===== src/rtl/fetch_pkg.sv =====
// Shared types and constants for the RV32I instruction fetch stage.
package fetch_pkg;
  localparam int XLEN = 32;
  localparam int ILEN = 32;
  localparam int unsigned PC_STEP = 4;
  localparam logic [ILEN-1:0] NOP_INSTR = 32'h0000_0013;

  typedef struct packed {
    logic [XLEN-1:0] pc;
    logic [ILEN-1:0] instr;
  } fetch_entry_t;

  function automatic logic [XLEN-1:0] align_pc(input logic [XLEN-1:0] pc);
    return {pc[XLEN-1:2], 2'b00};
  endfunction
endpackage


===== src/rtl/fetch_fifo.sv =====
// Prefetch FIFO of {pc, instr}; flush wins over push, head reads zero when empty.
module fetch_fifo
  import fetch_pkg::*;
#(
  parameter int DEPTH = 2,
  localparam int CW = $clog2(DEPTH + 1) + 1
) (
  input  logic         clk,
  input  logic         rst_n,
  input  logic         push,
  input  fetch_entry_t wdata,
  input  logic         pop,
  input  logic         flush,
  output fetch_entry_t head,
  output logic [CW-1:0] count,
  output logic         empty,
  output logic         full
);
  localparam int PW = (DEPTH > 1) ? $clog2(DEPTH) : 1;

  fetch_entry_t    mem [DEPTH];
  logic [PW-1:0]   rd_ptr, wr_ptr;
  logic            do_push, do_pop;

  // Pointers wrap explicitly so DEPTH need not be a power of two.
  function automatic logic [PW-1:0] inc(input logic [PW-1:0] p);
    return (p == PW'(DEPTH - 1)) ? '0 : p + 1'b1;
  endfunction

  assign do_push = push && !flush;
  assign do_pop  = pop && !flush && !empty;
  assign empty   = (count == '0);
  assign full    = (count == CW'(DEPTH));
  assign head    = empty ? '0 : mem[rd_ptr];

  always_ff @(posedge clk or negedge rst_n) begin
    if (!rst_n) begin
      rd_ptr <= '0;
      wr_ptr <= '0;
      count  <= '0;
    end else if (flush) begin
      rd_ptr <= '0;
      wr_ptr <= '0;
      count  <= '0;
    end else begin
      if (do_push) wr_ptr <= inc(wr_ptr);
      if (do_pop)  rd_ptr <= inc(rd_ptr);
      count <= count + CW'(do_push) - CW'(do_pop);
    end
  end

  always_ff @(posedge clk) begin
    if (do_push) mem[wr_ptr] <= wdata;
  end
endmodule


===== src/rtl/fetch_unit.sv =====
// RV32I fetch stage: credit-limited in-order imem requests, prefetch FIFO,
// redirect flush with stale-response dropping.
module fetch_unit
  import fetch_pkg::*;
#(
  parameter logic [XLEN-1:0] RESET_PC = 32'h0000_0000,
  parameter int              DEPTH    = 2
) (
  input  logic            clk,
  input  logic            rst_n,
  output logic            imem_req_valid,
  input  logic            imem_req_ready,
  output logic [XLEN-1:0] imem_req_addr,
  input  logic            imem_rsp_valid,
  input  logic [ILEN-1:0] imem_rsp_data,
  input  logic            redirect_valid,
  input  logic [XLEN-1:0] redirect_pc,
  output logic            if_valid,
  input  logic            if_ready,
  output logic [ILEN-1:0] if_instr,
  output logic [XLEN-1:0] if_pc
);
  localparam int CW = $clog2(DEPTH + 1) + 1;

  logic [XLEN-1:0] fetch_pc, rsp_pc;
  logic [CW-1:0]   inflight, drop, fifo_count, credit;
  logic            run, req_hs, push, pop, fifo_empty, fifo_full;
  fetch_entry_t    head;

  // Live entries = buffered + in flight minus those already doomed to be dropped.
  assign credit         = fifo_count + inflight - drop;
  assign imem_req_valid = run && !redirect_valid && (credit < CW'(DEPTH));
  assign imem_req_addr  = fetch_pc;
  assign req_hs         = imem_req_valid && imem_req_ready;
  assign push           = imem_rsp_valid && !redirect_valid && (drop == '0);
  assign if_valid       = !fifo_empty && !redirect_valid;
  assign pop            = if_valid && if_ready;
  assign if_pc          = head.pc;
  assign if_instr       = head.instr;

  always_ff @(posedge clk or negedge rst_n) begin
    if (!rst_n) begin
      fetch_pc <= RESET_PC;
      rsp_pc   <= RESET_PC;
      inflight <= '0;
      drop     <= '0;
      run      <= 1'b0;
    end else begin
      run      <= 1'b1;
      inflight <= inflight + CW'(req_hs) - CW'(imem_rsp_valid);
      if (redirect_valid) begin
        fetch_pc <= align_pc(redirect_pc);
        rsp_pc   <= align_pc(redirect_pc);
        drop     <= inflight - CW'(imem_rsp_valid);
      end else begin
        if (req_hs) fetch_pc <= fetch_pc + XLEN'(PC_STEP);
        if (imem_rsp_valid) begin
          if (drop != '0) drop   <= drop - 1'b1;
          else            rsp_pc <= rsp_pc + XLEN'(PC_STEP);
        end
      end
    end
  end

  fetch_fifo #(.DEPTH(DEPTH)) u_fifo (
    .clk   (clk),
    .rst_n (rst_n),
    .push  (push),
    .wdata ('{pc: rsp_pc, instr: imem_rsp_data}),
    .pop   (pop),
    .flush (redirect_valid),
    .head  (head),
    .count (fifo_count),
    .empty (fifo_empty),
    .full  (fifo_full)
  );

  a_no_overflow: assert property (@(posedge clk) disable iff (!rst_n)
    !(push && fifo_full && !pop));
endmodule

===== config.mk =====
export PLATFORM = sky130hd
export DESIGN_NAME = fetch_unit
export DESIGN_NICKNAME = d
export VERILOG_FILES = /design/src/rtl/fetch_pkg.sv /design/src/rtl/fetch_fifo.sv /design/src/rtl/fetch_unit.sv
export SDC_FILE = /design/constraint.sdc
export NUM_CORES = 1
export LEC_CHECK = 0
export CORE_MARGIN = 8
export CORE_UTILIZATION = 57
export DETAILED_ROUTE_END_ITERATION = 10
export GPL_TIMING_DRIVEN = 1
export PLACE_DENSITY_LB_ADDON = 0.2
export SLEW_MARGIN = 20
export SYNTH_ARGS = -nofsm -noshare
export SYNTH_HDL_FRONTEND = slang
export SYNTH_SLANG_ARGS = --single-unit

===== constraint.sdc =====
create_clock -name clk -period 14.7 [get_ports clk]
set_input_delay 2.94 -clock clk [delete_from_list [all_inputs] [get_ports clk]]
set_output_delay 2.94 -clock clk [all_outputs]
set_load 0.02 [all_outputs]

# After elaboration in Yosys (flattened, before gate mapping)
# Memories as Yosys holds them, arrays and structs flattened.
# Index checks and enable logic that the tools add are counted.
dict set report op_classes {
  n_addsub 12
  n_reduce_logical 22
  n_mux 18
  n_eq_ne 1
  order_cmp 1
}
# cell count
set op_table {}
lappend op_table {{32-bit two-way mux} 5}
lappend op_table {{32-bit by 3-bit adder with 32-bit output (second input constant)} 2}
lappend op_table {{64-bit two-way mux} 1}
lappend op_table {{3-bit two-way mux} 4}
lappend op_table {{1-bit logical AND} 10}
lappend op_table {{2-bit nonzero test} 5}
lappend op_table {{3-bit by 1-bit subtractor with 3-bit output} 3}
lappend op_table {{1-bit two-way mux} 8}
lappend op_table {{3-bit by 1-bit adder with 3-bit output} 2}
lappend op_table {{3-bit zero test} 2}
lappend op_table {{2-bit AND reduction} 2}
lappend op_table {{3-bit adder} 1}
lappend op_table {{3-bit by 2-bit less-than comparator with 1-bit output (second input constant)} 1}
lappend op_table {{3-bit nonzero test} 1}
lappend op_table {{3-bit by 1-bit subtractor with 3-bit output (second input constant)} 1}
lappend op_table {{3-bit subtractor} 1}
lappend op_table {{1-bit adder (second input constant)} 2}
lappend op_table {{1-bit zero test} 2}
lappend op_table {{2-bit inequality test (second input constant)} 1}
dict set report totals {
  elab_cells 63
  mem_bits_rw 128
  regBits 76
  n_memories 1
}
# name depth width read_ports rd_clocked_by_memory_dff wr line
set memory_table {}
lappend memory_table {u_fifo.mem 2 64 1 0 1 fetch_fifo.sv:21} ;# fetch_entry_t mem [DEPTH];

# Longest topological paths before layout
dict set report logic_depth {
  ltp_word 8
  depth_mapped 16
}

# By module
# A second synthesis with hierarchy kept.
dict set report unflattened {
  cells_unflattened 737
  hier_area_um2 9210.1
}
# module instances area_per_inst_um2 cells_each
set modules_own_cells {}
lappend modules_own_cells {fetch_fifo 1 5132.4 297}
lappend modules_own_cells {fetch_unit 1 4077.7 440}

# Worst setup path before layout
# Ideal clock, no wire load.
dict set report synth_timing {
  path_kind {in2reg}
  startpoint {input port redirect_valid}
  endpoint {memory u_fifo.mem[0][0] in the netlist's numbering, enable pin}
  arrival_ns 7.602
  cell_stages 3
  t_required_ns 14.141
  path_slack_ns 6.540
  path_buffers 2
  cell_sequence {clkbuf_1 > clkbuf_1 > nor3_1}
}
dict set report synth_between {
  elab_chain_len 6
}
# element line
set synth_rtl {}
lappend synth_rtl {{from (decl)} fetch_unit.sv:16} ;# input logic redirect_valid,
lappend synth_rtl {{1-bit zero test *} {fetch_fifo.sv:30, fetch_unit.sv:35}}
lappend synth_rtl {{1-bit logical AND (2 in a row)} fetch_unit.sv:35} ;# assign push = imem_rsp_valid && !redirect_valid && (drop == '0);
lappend synth_rtl {{1-bit logical AND *} fetch_fifo.sv:30} ;# assign do_push = push && !flush;
lappend synth_rtl {{1-bit two-way mux *} fetch_fifo.sv:53} ;# if (do_push) mem[wr_ptr] <= wdata;
lappend synth_rtl {{1-bit two-way mux (not written as such) *} fetch_fifo.sv:53}
lappend synth_rtl {{to (decl)} fetch_fifo.sv:21}
# Mark *: on every way between the ends. The rest lies on a longest branch, timed or not.

# Final worst setup path
dict set report layout_timing {
  startpoint {input port redirect_valid}
  endpoint {output port imem_req_valid}
}
dict set report layout_between {
  elab_chain_len 3
}
# element line
set layout_rtl {}
lappend layout_rtl {{1-bit zero test} fetch_unit.sv:32} ;# assign imem_req_valid = run && !redirect_valid && (credit < CW'(DEPTH));
lappend layout_rtl {{1-bit logical AND (2 in a row)} fetch_unit.sv:32}
lappend layout_rtl {{to (decl)} fetch_unit.sv:11} ;# output logic imem_req_valid,
# No other way between the ends.

==> impl_results.md <==
- Reg-to-reg slack, setup: 10520 ps
- Final Wtd Congestion: 0.894
- Hold depth: 0
- Pwr Total: 1.94 mW
- Final Instance Area: 11400 um2
- CTS H-Tree Depth: 4
- Crit path max-delay family: buffers and inverters
- NetSw: 0.718 mW
- Top cells by area, synth: edfxtp_1 42%, dfrtp_1 20%, mux2i_1 7.2%
- Int Power: 1.22 mW
- EDFF count, synth: 124
- Clk pwr share: 0.231
- Cell accounting for the most synthesized area: edfxtp_1
- Row cnt: 46
- Crit path cell chain: clkdlybuf4s50_1 > buf_4 > inv_1 > nand3_1 > nor2_1 > clkdlybuf4s50_1
- Via density: 5.65
- Initial antenna violation count: 0
- Min Tclk post-route: 7770 ps
- Routed vias: 6207
- Async SR Flop Fraction: 0.367
- Unrepaired setup endpoints after global routing: no
- CP Launch Type: input pin
- Commonest cells in the netlist: 124 x edfxtp_1, 80 x nor2_1, 72 x dfrtp_1
- Fin util: 0.728
- Final Hold Viols: 0
- Synth warn: 0
- Starting Density: 0.574
- Fillcell total: 1081
- I/O pins: 168
- Clk_skew: 10.2 ps
- Synth cell types: 57
- Cell mode on critical path: clkdlybuf4s50_1
- Status: finished clean
- Inst Count DP: 1066
- Total wire length: 20900 um
- Synth Flop Type: edfxtp_1
- Sequential Power Share: 0.381
- Netlist Area Pre-Place: 8950 um2
- Worst-Margin Slew: 1130 ps
- Power Density: 171 nW/um2
- Max clock buf depth: 2
- Area growth, synth to finish: 26.9%
- Worst min-delay path category: register to register
- Setup TNS: 0 ps
- GRT Total Usage: 0.212
- Area of the multi-input gates: 3230 um2
- Top cell type's share of synthesized area: 0.416
- Die Y: 141 um
- Worst Path Max Fanout: 50
- Number of buffers and inverters on the critical path: 4
- Post-CTS sizing: 0
- Die X: 141 um
- Clock Latency Late Sink: 430 ps
- Routed Antenna Nets: 0
- Seq/Total Area, Yosys: 0.617
- First-pass GRT wire length: 33000 um
- Worst EP arrival: 4830 ps
- Drt drc: 0
- Period utilisation layout: 0.528
- CP endpoint kind: primary output
- Worst Setup SP: redirect_valid
- Synth Register Bits: 196
- NumNets Final: 954
- Worst hold slack: 479 ps
- DP Wirelength: 14200 um
- Combinational share of power: 0.387
- Syn Area/Cell: 12.6 um2
- Sink Count: 196
- Hold path start: rsp_pc[26]
- Leak Pwr: 4.02 nW
- Routed wire per std cell: 19.1 um
- Cells after Synth: 710
- Maximum number of pins on one net before global-route repair: 73
- Worst-path clk slew: 70 ps
- Worst endpoint required time: 11760 ps
- Final setup violation count: 0
- DRT Pass-1 Iters: 5
- Final Instance Count excl. Fillers: 1098
- Register area: 5530 um2
- FMAX: 129 MHz
- Crit Path Class: input pin to primary output
- Port bufs: 161
- Switching share of power: 0.370
- Max stage delay on crit path: 550 ps
- Gr ovfl total: 0
- Worst reg2reg path depth: 12
- R2R Path Start: inflight[1]
- Max_cap viols: 0
- Number of buffers created by CTS: 17
- CTS Hold Buffers Added: 0
- Setup bufs post-CTS: 0
- RR Endpoint: inflight[1]
- Final setup margin: 6930 ps
- Critical Path Slowest Stage Cell: clkdlybuf4s50_1
- WHS Endpoint: u_fifo.mem[0][58]
- Dpl cell area: 10800 um2
- Worst slew margin: 0.249
- Top-count cell post-synth: edfxtp_1
- Worst slack at placement: 6950 ps
- Drt first-iter violations: 416
- Number of global-route vias before repair: 6327
- CTS tree: yes
- Area of the die: 20000 um2
- Share of cells above drive strength 1: 0.0782
- Diode count: 0
- VDD IR max: 111 uV
- Core Region: 15600 um2
- CTS root buf: clkbuf_16
- Count of pins over their slew limit: 0
[state kept, by name (all words and copies together) (netlist names)]
signal	count
run	1
u_fifo.wr_ptr	1
rsp_pc	30
inflight	3
drop	3
u_fifo.mem	124
u_fifo.rd_ptr	1
imem_req_addr	30
u_fifo.count	3
[layout by cell type (no fill, tap or decap), types with 4 or more instances in the layout]
master           instances
clkdlybuf4s50_1        160
edfxtp_1               124
nor2_1                  80
dfrtp_1                 71
mux2i_1                 64
nand2_1                 43
xor2_1                  31
nand3_1                 29
inv_1                   23
xnor2_1                 22
o21ai_0                 22
nand4_1                 21
mux2_2                  18
clkbuf_16               17
nor3_1                  12
ha_1                    11
nor4_1                   9
a21oi_1                  9
and3_1                   7
buf_4                    7
o211ai_1                 6
a211oi_1                 5
or4_1                    5
conb_1                   5
and2_1                   4
nand2b_1                 4
o311ai_1                 4
fa_1                     4
inv_6                    4
clkinv_4                 4
[routing by layer]
metal  vias to the layer above  track usage  routed length [um]
li1                       2900            -                   -
met4                         0       0.0854                 442
met1                      3056        0.260                8570
met3                        30       0.0558                1480
met5                         -            0                   0
met2                       221        0.354               10400
[worst max-delay path by stage]
stage / slack (ps) / depth (start not counted) / to
6_report: 6930 / 6 / imem_req_valid
5_1_grt: 6800 / 6 / imem_req_valid
4_1_cts: 6940 / 6 / imem_req_valid
3_5_place_dp: 6950 / 6 / imem_req_valid
3_3_place_gp: 6940 / 6 / imem_req_valid
2_1_floorplan: 6540 / 3 / u_fifo.mem[0][0]
[kinds of logic (layout without fill, tap and decap cells)]
logic type / Yosys count / in the layout / share of synthesized area
adder cells (fa/ha/maj): 15 / 15 / 0.0243
AND/OR/NAND/NOR: 237 / 237 / 0.132
buffers and inverters: 55 / 224 / 0.0259
AO/OA/AOI/OAI: 68 / 68 / 0.0489
flip-flops: 196 / 196 / 0.617
multiplexers: 82 / 82 / 0.0942
other: 2 / 5 / 0.000839
XOR/XNOR: 55 / 55 / 0.0562
[cell type report]
class	count	share of cell area
clock inverter	12	0.0105
timing repair buffer	168	0.146
tap	216	0.0238
inverter	24	0.00793
clock buffer	20	0.0402
sequential	196	0.487
multi-input combinational	462	0.284
[power by group through the flow]
stage / clock network (mW) / registers (mW) / logic [mW]
2_1_floorplan: 0 / 0.719 / 0.470
6_report: 0.449 / 0.739 / 0.751
5_1_grt: 0.479 / 0.748 / 0.808
4_1_cts: 0.457 / 0.738 / 0.757
3_5_place_dp: 0 / 0.749 / 0.752
3_3_place_gp: 0 / 0.744 / 0.738
(Power assumes the default switching activity.)
